### src/rtl/dvi_tmds_encoder.sv
// DVI 1.0 TMDS encoder: three channels of 8b/10b transition-minimised,
// DC-balanced coding with control-token insertion during blanking.
// Two register stages, both advancing only when clk_en_i is high.
//
// Ports:
//   clk_i, rst_ni        pixel clock, asynchronous active-low reset
//   clk_en_i             pixel clock enable
//   red_i/green_i/blue_i pixel colour components
//   de_i                 data enable (active video)
//   hsync_i, vsync_i     syncs, carried as control bits c0/c1 on channel 0
//   tmds_ch0_o..ch2_o    10-bit symbols, bit 0 transmitted first
//   de_o                 de_i delayed to line up with the symbols
module dvi_tmds_encoder #(
  parameter bit SWAP_RB = 1'b0
) (
  input  logic       clk_i,
  input  logic       rst_ni,
  input  logic       clk_en_i,
  input  logic [7:0] red_i,
  input  logic [7:0] green_i,
  input  logic [7:0] blue_i,
  input  logic       de_i,
  input  logic       hsync_i,
  input  logic       vsync_i,
  output logic [9:0] tmds_ch0_o,
  output logic [9:0] tmds_ch1_o,
  output logic [9:0] tmds_ch2_o,
  output logic       de_o
);

  localparam logic [9:0] TOKEN_00 = 10'h354;
  localparam logic [9:0] TOKEN_01 = 10'h0AB;
  localparam logic [9:0] TOKEN_10 = 10'h154;
  localparam logic [9:0] TOKEN_11 = 10'h2AB;

  typedef struct packed {
    logic [9:0] sym;
    logic [4:0] cnt;
  } st2_t;

  // 8b -> 9b transition minimisation; q_m[8] = 1 marks the XOR chain.
  function automatic logic [8:0] tm_encode(input logic [7:0] d);
    logic [3:0] n1;
    logic       use_xnor;
    logic [8:0] q;
    n1       = 4'($countones(d));
    use_xnor = (n1 > 4'd4) || ((n1 == 4'd4) && !d[0]);
    q        = '0;
    q[0]     = d[0];
    for (int i = 1; i < 8; i++) begin
      q[i] = use_xnor ? ~(q[i-1] ^ d[i]) : (q[i-1] ^ d[i]);
    end
    q[8] = ~use_xnor;
    return q;
  endfunction

  // DC balancing. bal is N1 - N0 of the 8 data bits; cnt holds the running
  // disparity of the symbols sent since the last blanking period.
  function automatic st2_t tmds_stage2(input logic [8:0]        q_m,
                                       input logic signed [4:0] cnt,
                                       input logic              de,
                                       input logic [9:0]        token);
    st2_t              r;
    logic [7:0]        q;
    logic              q8;
    logic [3:0]        n1;
    logic signed [5:0] bal;
    logic signed [5:0] c;
    logic signed [5:0] nxt;
    q   = q_m[7:0];
    q8  = q_m[8];
    n1  = 4'($countones(q));
    bal = $signed({1'b0, n1, 1'b0}) - 6'sd8;
    c   = {cnt[4], cnt};
    nxt = '0;
    r.sym = token;
    if (!de) begin
      r.sym = token;
      nxt   = '0;
    end else if ((c == 6'sd0) || (bal == 6'sd0)) begin
      r.sym = {~q8, q8, (q8 ? q : ~q)};
      nxt   = q8 ? (c + bal) : (c - bal);
    end else if (((c > 6'sd0) && (bal > 6'sd0)) || ((c < 6'sd0) && (bal < 6'sd0))) begin
      r.sym = {1'b1, q8, ~q};
      nxt   = c - bal + (q8 ? 6'sd2 : 6'sd0);
    end else begin
      r.sym = {1'b0, q8, q};
      nxt   = c + bal - (q8 ? 6'sd0 : 6'sd2);
    end
    r.cnt = nxt[4:0];
    return r;
  endfunction

  logic [7:0]        data_in [3];
  logic [8:0]        q_m_q   [3];
  logic              de_s1_q;
  logic              c0_s1_q;
  logic              c1_s1_q;
  logic [9:0]        sym_q   [3];
  logic signed [4:0] cnt_q   [3];
  logic              de_s2_q;
  logic [9:0]        tok0;
  st2_t              st2_d   [3];

  assign data_in[0] = SWAP_RB ? red_i  : blue_i;
  assign data_in[1] = green_i;
  assign data_in[2] = SWAP_RB ? blue_i : red_i;

  always_comb begin
    tok0 = TOKEN_00;
    case ({c1_s1_q, c0_s1_q})
      2'b00:   tok0 = TOKEN_00;
      2'b01:   tok0 = TOKEN_01;
      2'b10:   tok0 = TOKEN_10;
      default: tok0 = TOKEN_11;
    endcase
  end

  // Only channel 0 carries sync information in its tokens.
  always_comb begin
    for (int ch = 0; ch < 3; ch++) begin
      st2_d[ch] = tmds_stage2(q_m_q[ch], cnt_q[ch], de_s1_q,
                              (ch == 0) ? tok0 : TOKEN_00);
    end
  end

  always_ff @(posedge clk_i or negedge rst_ni) begin
    if (!rst_ni) begin
      for (int ch = 0; ch < 3; ch++) begin
        q_m_q[ch] <= '0;
        sym_q[ch] <= TOKEN_00;
        cnt_q[ch] <= '0;
      end
      de_s1_q <= 1'b0;
      c0_s1_q <= 1'b0;
      c1_s1_q <= 1'b0;
      de_s2_q <= 1'b0;
    end else if (clk_en_i) begin
      for (int ch = 0; ch < 3; ch++) begin
        q_m_q[ch] <= tm_encode(data_in[ch]);
        sym_q[ch] <= st2_d[ch].sym;
        cnt_q[ch] <= st2_d[ch].cnt;
      end
      de_s1_q <= de_i;
      c0_s1_q <= hsync_i;
      c1_s1_q <= vsync_i;
      de_s2_q <= de_s1_q;
    end
  end

  assign tmds_ch0_o = sym_q[0];
  assign tmds_ch1_o = sym_q[1];
  assign tmds_ch2_o = sym_q[2];
  assign de_o       = de_s2_q;

endmodule

### config.mk
export PLATFORM = sky130hd
export DESIGN_NAME = dvi_tmds_encoder
export DESIGN_NICKNAME = d
export VERILOG_FILES = /design/src/rtl/dvi_tmds_encoder.sv
export SDC_FILE = /design/constraint.sdc
export NUM_CORES = 1
export LEC_CHECK = 0
export BUFFER_PORTS_ARGS = -buffer_cell sky130_fd_sc_hd__buf_2
export CORE_UTILIZATION = 55
export CTS_CLUSTER_SIZE = 14
export DETAILED_ROUTE_END_ITERATION = 10
export GPL_ROUTABILITY_DRIVEN = 0
export PLACE_DENSITY_LB_ADDON = 0.3
export RECOVER_POWER = 25
export SLEW_MARGIN = 20
export SYNTH_ARGS = -nofsm -noshare
export SYNTH_HDL_FRONTEND = slang
export SYNTH_SLANG_ARGS = --single-unit
### constraint.sdc
create_clock -name clk_i -period 4.2 [get_ports clk_i]
set_input_delay 0.63 -clock clk_i [delete_from_list [all_inputs] [get_ports clk_i]]
set_output_delay 0.63 -clock clk_i [all_outputs]
set_load 0.01 [all_outputs]
==> impl_metrics.py <==
metrics = {
    "layout": {
        "n_antenna_cell": 0,
        "drive_gt1_frac": 0.366,
        "areaGrowthSynthToFinish_pct": 30.6,
        "final_util": 0.735,
        "fin_nets": 917,
    },
    "critical_path": {
        "rr_startpoint": "q_m_q[9]",
        "path_common_cell": "fa_1",
        "crit_required_ns": 4.46,
        "crit_family": "adder cells",
        "r2r_cells": 15,
        "start_kind": "flop",
        "cp.arrival_ns": 4.74,
        "r2r_slack_ns": -0.29,
        "max_stage_delay_ns": 0.61,
        "r2r_end": "cnt_q[9]",
        "crit_chain": "fa_1 > inv_1 > fa_1 > fa_1 > inv_1 > ha_2 > fa_2 > inv_4 > ha_1 > o21bai_1 > a211o_1 > a21o_1 > a211o_1 > a311o_1 > o2111ai_1",
        "crit_fanout": 4,
        "end_kind": "flop",
        "critical_path_class": "reg2reg",
        "critical_path_buf_inv_count": 3,
        "cp_slowest_cell": "fa_2",
    },
    "cts": {
        "cts_sinks": 73,
        "cts_buffers": 9,
        "cts_tree": "done",
        "htree_levels": 3,
        "clk_pin_slew_ns": 0.06,
        "clk_latency_ns": 0.35,
        "clockBufferDepth": 2,
        "clockRootBuffer": "clkbuf_16",
    },
    "yosys": {
        "syn_area_sq_mm": 0.00643,
        "synth.largest_area_cell": "dfrtp_1",
        "synth_cells": 675,
        "synth.net_count": 799,
        "synthTopCellsByArea": "dfrtp_1 23%, ha_1 12%, fa_1 9.3%, xnor2_1 7.9%, dfstp_2 6.1%",
        "synth-warning-count": 0,
        "synth_flop_cell": "dfrtp_1",
        "ys_seq_area_frac": 0.287,
        "synth_edf_count": 0,
        "yosys_register_bits": 73,
        "synth_top_area_frac": 0.226,
        "syn_area_per_cell_sq_um": 9.52,
        "synth.distinct_cells": 64,
        "yosysMostFrequentCell": "inv_1",
        "ys_top_cells_by_count": "87 x inv_1, 64 x ha_1, 58 x dfrtp_1, 58 x xnor2_1, 49 x a21oi_1",
        "synth-async-reset-ratio": 1.00,
    },
    "timing": {
        "grt_setup_unrepaired": "true",
        "period_needed_ns": 4.49,
        "skew_ns": 0.00706,
        "drv_slew": 74,
        "timing.hold.ws_ns": 0.477,
        "max_slew_margin": -0.244,
        "post-route-period-util": 1.07,
        "fmax_mhz": 223,
        "setup_violations": 29,
        "setup_slack_ns": -0.285,
        "hold_viol": 0,
        "tightest_slew_ns": 1.87,
    },
    "route": {
        "drc": 0,
        "drtIter0Drc": 273,
        "avgViaCountPerCell": 5.84,
        "wirelength_microns": 17100,
        "ant_nets": 0,
        "avgRoutedWirePerCell_microns": 18.2,
        "drt_pass1_iterations": 5,
        "vias": 5500,
    },
    "worst_hold_path": {
        "hp-class": "reg2reg",
        "min_from": "de_o",
        "whs_path_depth": 1,
        "whs_endpoint": "de_o",
    },
    "grt": {
        "antenna_found_initial": 0,
        "grt_max_degree": 74,
        "grtUsageTotal": 0.288,
        "grt_pass1_vias": 5641,
        "grt_pass1_wl_microns": 26800,
        "grt_overflow": 0,
    },
    "floorplan": {
        "coreArea_sq_mm": 0.0114,
        "start_util": 0.563,
        "die_x_microns": 110,
        "die-area_sq_mm": 0.0121,
        "io_pins": 61,
        "die_y_microns": 110,
        "rows": 39,
    },
    "placement": {
        "dp_hpwl_microns": 11000,
        "portBuffers": 60,
        "post-place-ws_ns": -0.265,
    },
    "run": {
        "cap_violations": 1,
    },
    "run_status": {
        "violations": "capacitance limit, slew limit, setup timing",
        "status": "complete, but fails checks",
    },
}
==> sequential cells by signal, indices dropped and copies added, names as in the netlist, 10 cells and up <==
name        count
q_m_q          27
cnt_q          12
tmds_ch0_o     10
tmds_ch1_o     10
tmds_ch2_o     10
==> worst max path at each step <==
| stage | startpoint | endpoint | slack (ns) | depth (start not counted) |
|---|---|---|---|---|
| final | q_m_q[9] | cnt_q[9] | -0.29 | 15 |
| after global routing | q_m_q[9] | cnt_q[9] | -0.46 | 15 |
| after CTS | q_m_q[18] | cnt_q[14] | -0.21 | 15 |
| after detailed placement | q_m_q[18] | tmds_ch0_o[6] | -0.27 | 17 |
| after global placement | q_m_q[18] | tmds_ch0_o[6] | -0.19 | 17 |
| after floorplan | q_m_q[18] | cnt_q[14] | -0.11 | 15 |
==> layout by cell type, fill, tap and decap left out, types with 10 or more instances in the layout <==
cell and count:
xnor2_2 19, inv_2 11, nand3_1 10, a21oi_2 12, dfrtp_1 58, a22o_1 10, clkbuf_16 10, dfstp_2 15
fa_1 22, a21oi_1 37, nand2_1 26, ha_4 10, nor2_1 43, ha_1 49, inv_1 79, xnor2_1 41
buf_2 59, mux2_2 13, buf_4 67, o21ai_1 10
==> logic make-up after synthesis <==
group,Yosys count,synth area share
compound gates,148,0.153
xor+xnor,84,0.131
mux,23,0.0386
simple gates,132,0.0974
flops,73,0.287
fa+ha+maj,94,0.218
buf+inv,121,0.0742
==> cell type report <==
| type | count | area [sq um] |
|---|---|---|
| clock buffer | 9 | 225 |
| tap | 143 | 179 |
| fill | 737 | 3030 |
| timing repair buffer | 136 | 952 |
| sequential | 73 | 1850 |
| inverter | 92 | 350 |
| multi-input combinational | 481 | 4740 |
| clock inverter | 7 | 100 |
==> stage by stage <==
stage	area [sq um]	instances	setup TNS [ns]
finish	8390	941	-3.27
global route	8390	941	-9.28
CTS	7980	932	-2.18
detailed placement	7300	907	-4.05
global placement	7300	907	-2.21
floorplan	6500	675	-0.203
==> timing repair <==
item                                   4_1_cts  5_1_grt
pin swaps                                   33       33
setup buffers                                8        7
resized for setup                           48       66
hold buffers                                 0        0
setup endpoints to repair                   25       38
endpoints found under the hold margin        0        0
gates cloned                                 1        2
==> per-layer routing <==
layer  vias to the layer above  wire length [microns]  track usage
li1                       2528                      -            -
met4                         0                    425        0.127
met5                         -                      0            0
met3                        44                    719       0.0541
met2                       162                   8830        0.483
met1                      2766                   7160        0.364
Power is left out: the tool's default activity adds up to more than one toggle a clock period on the data nets, which glitch-free logic cannot reach.
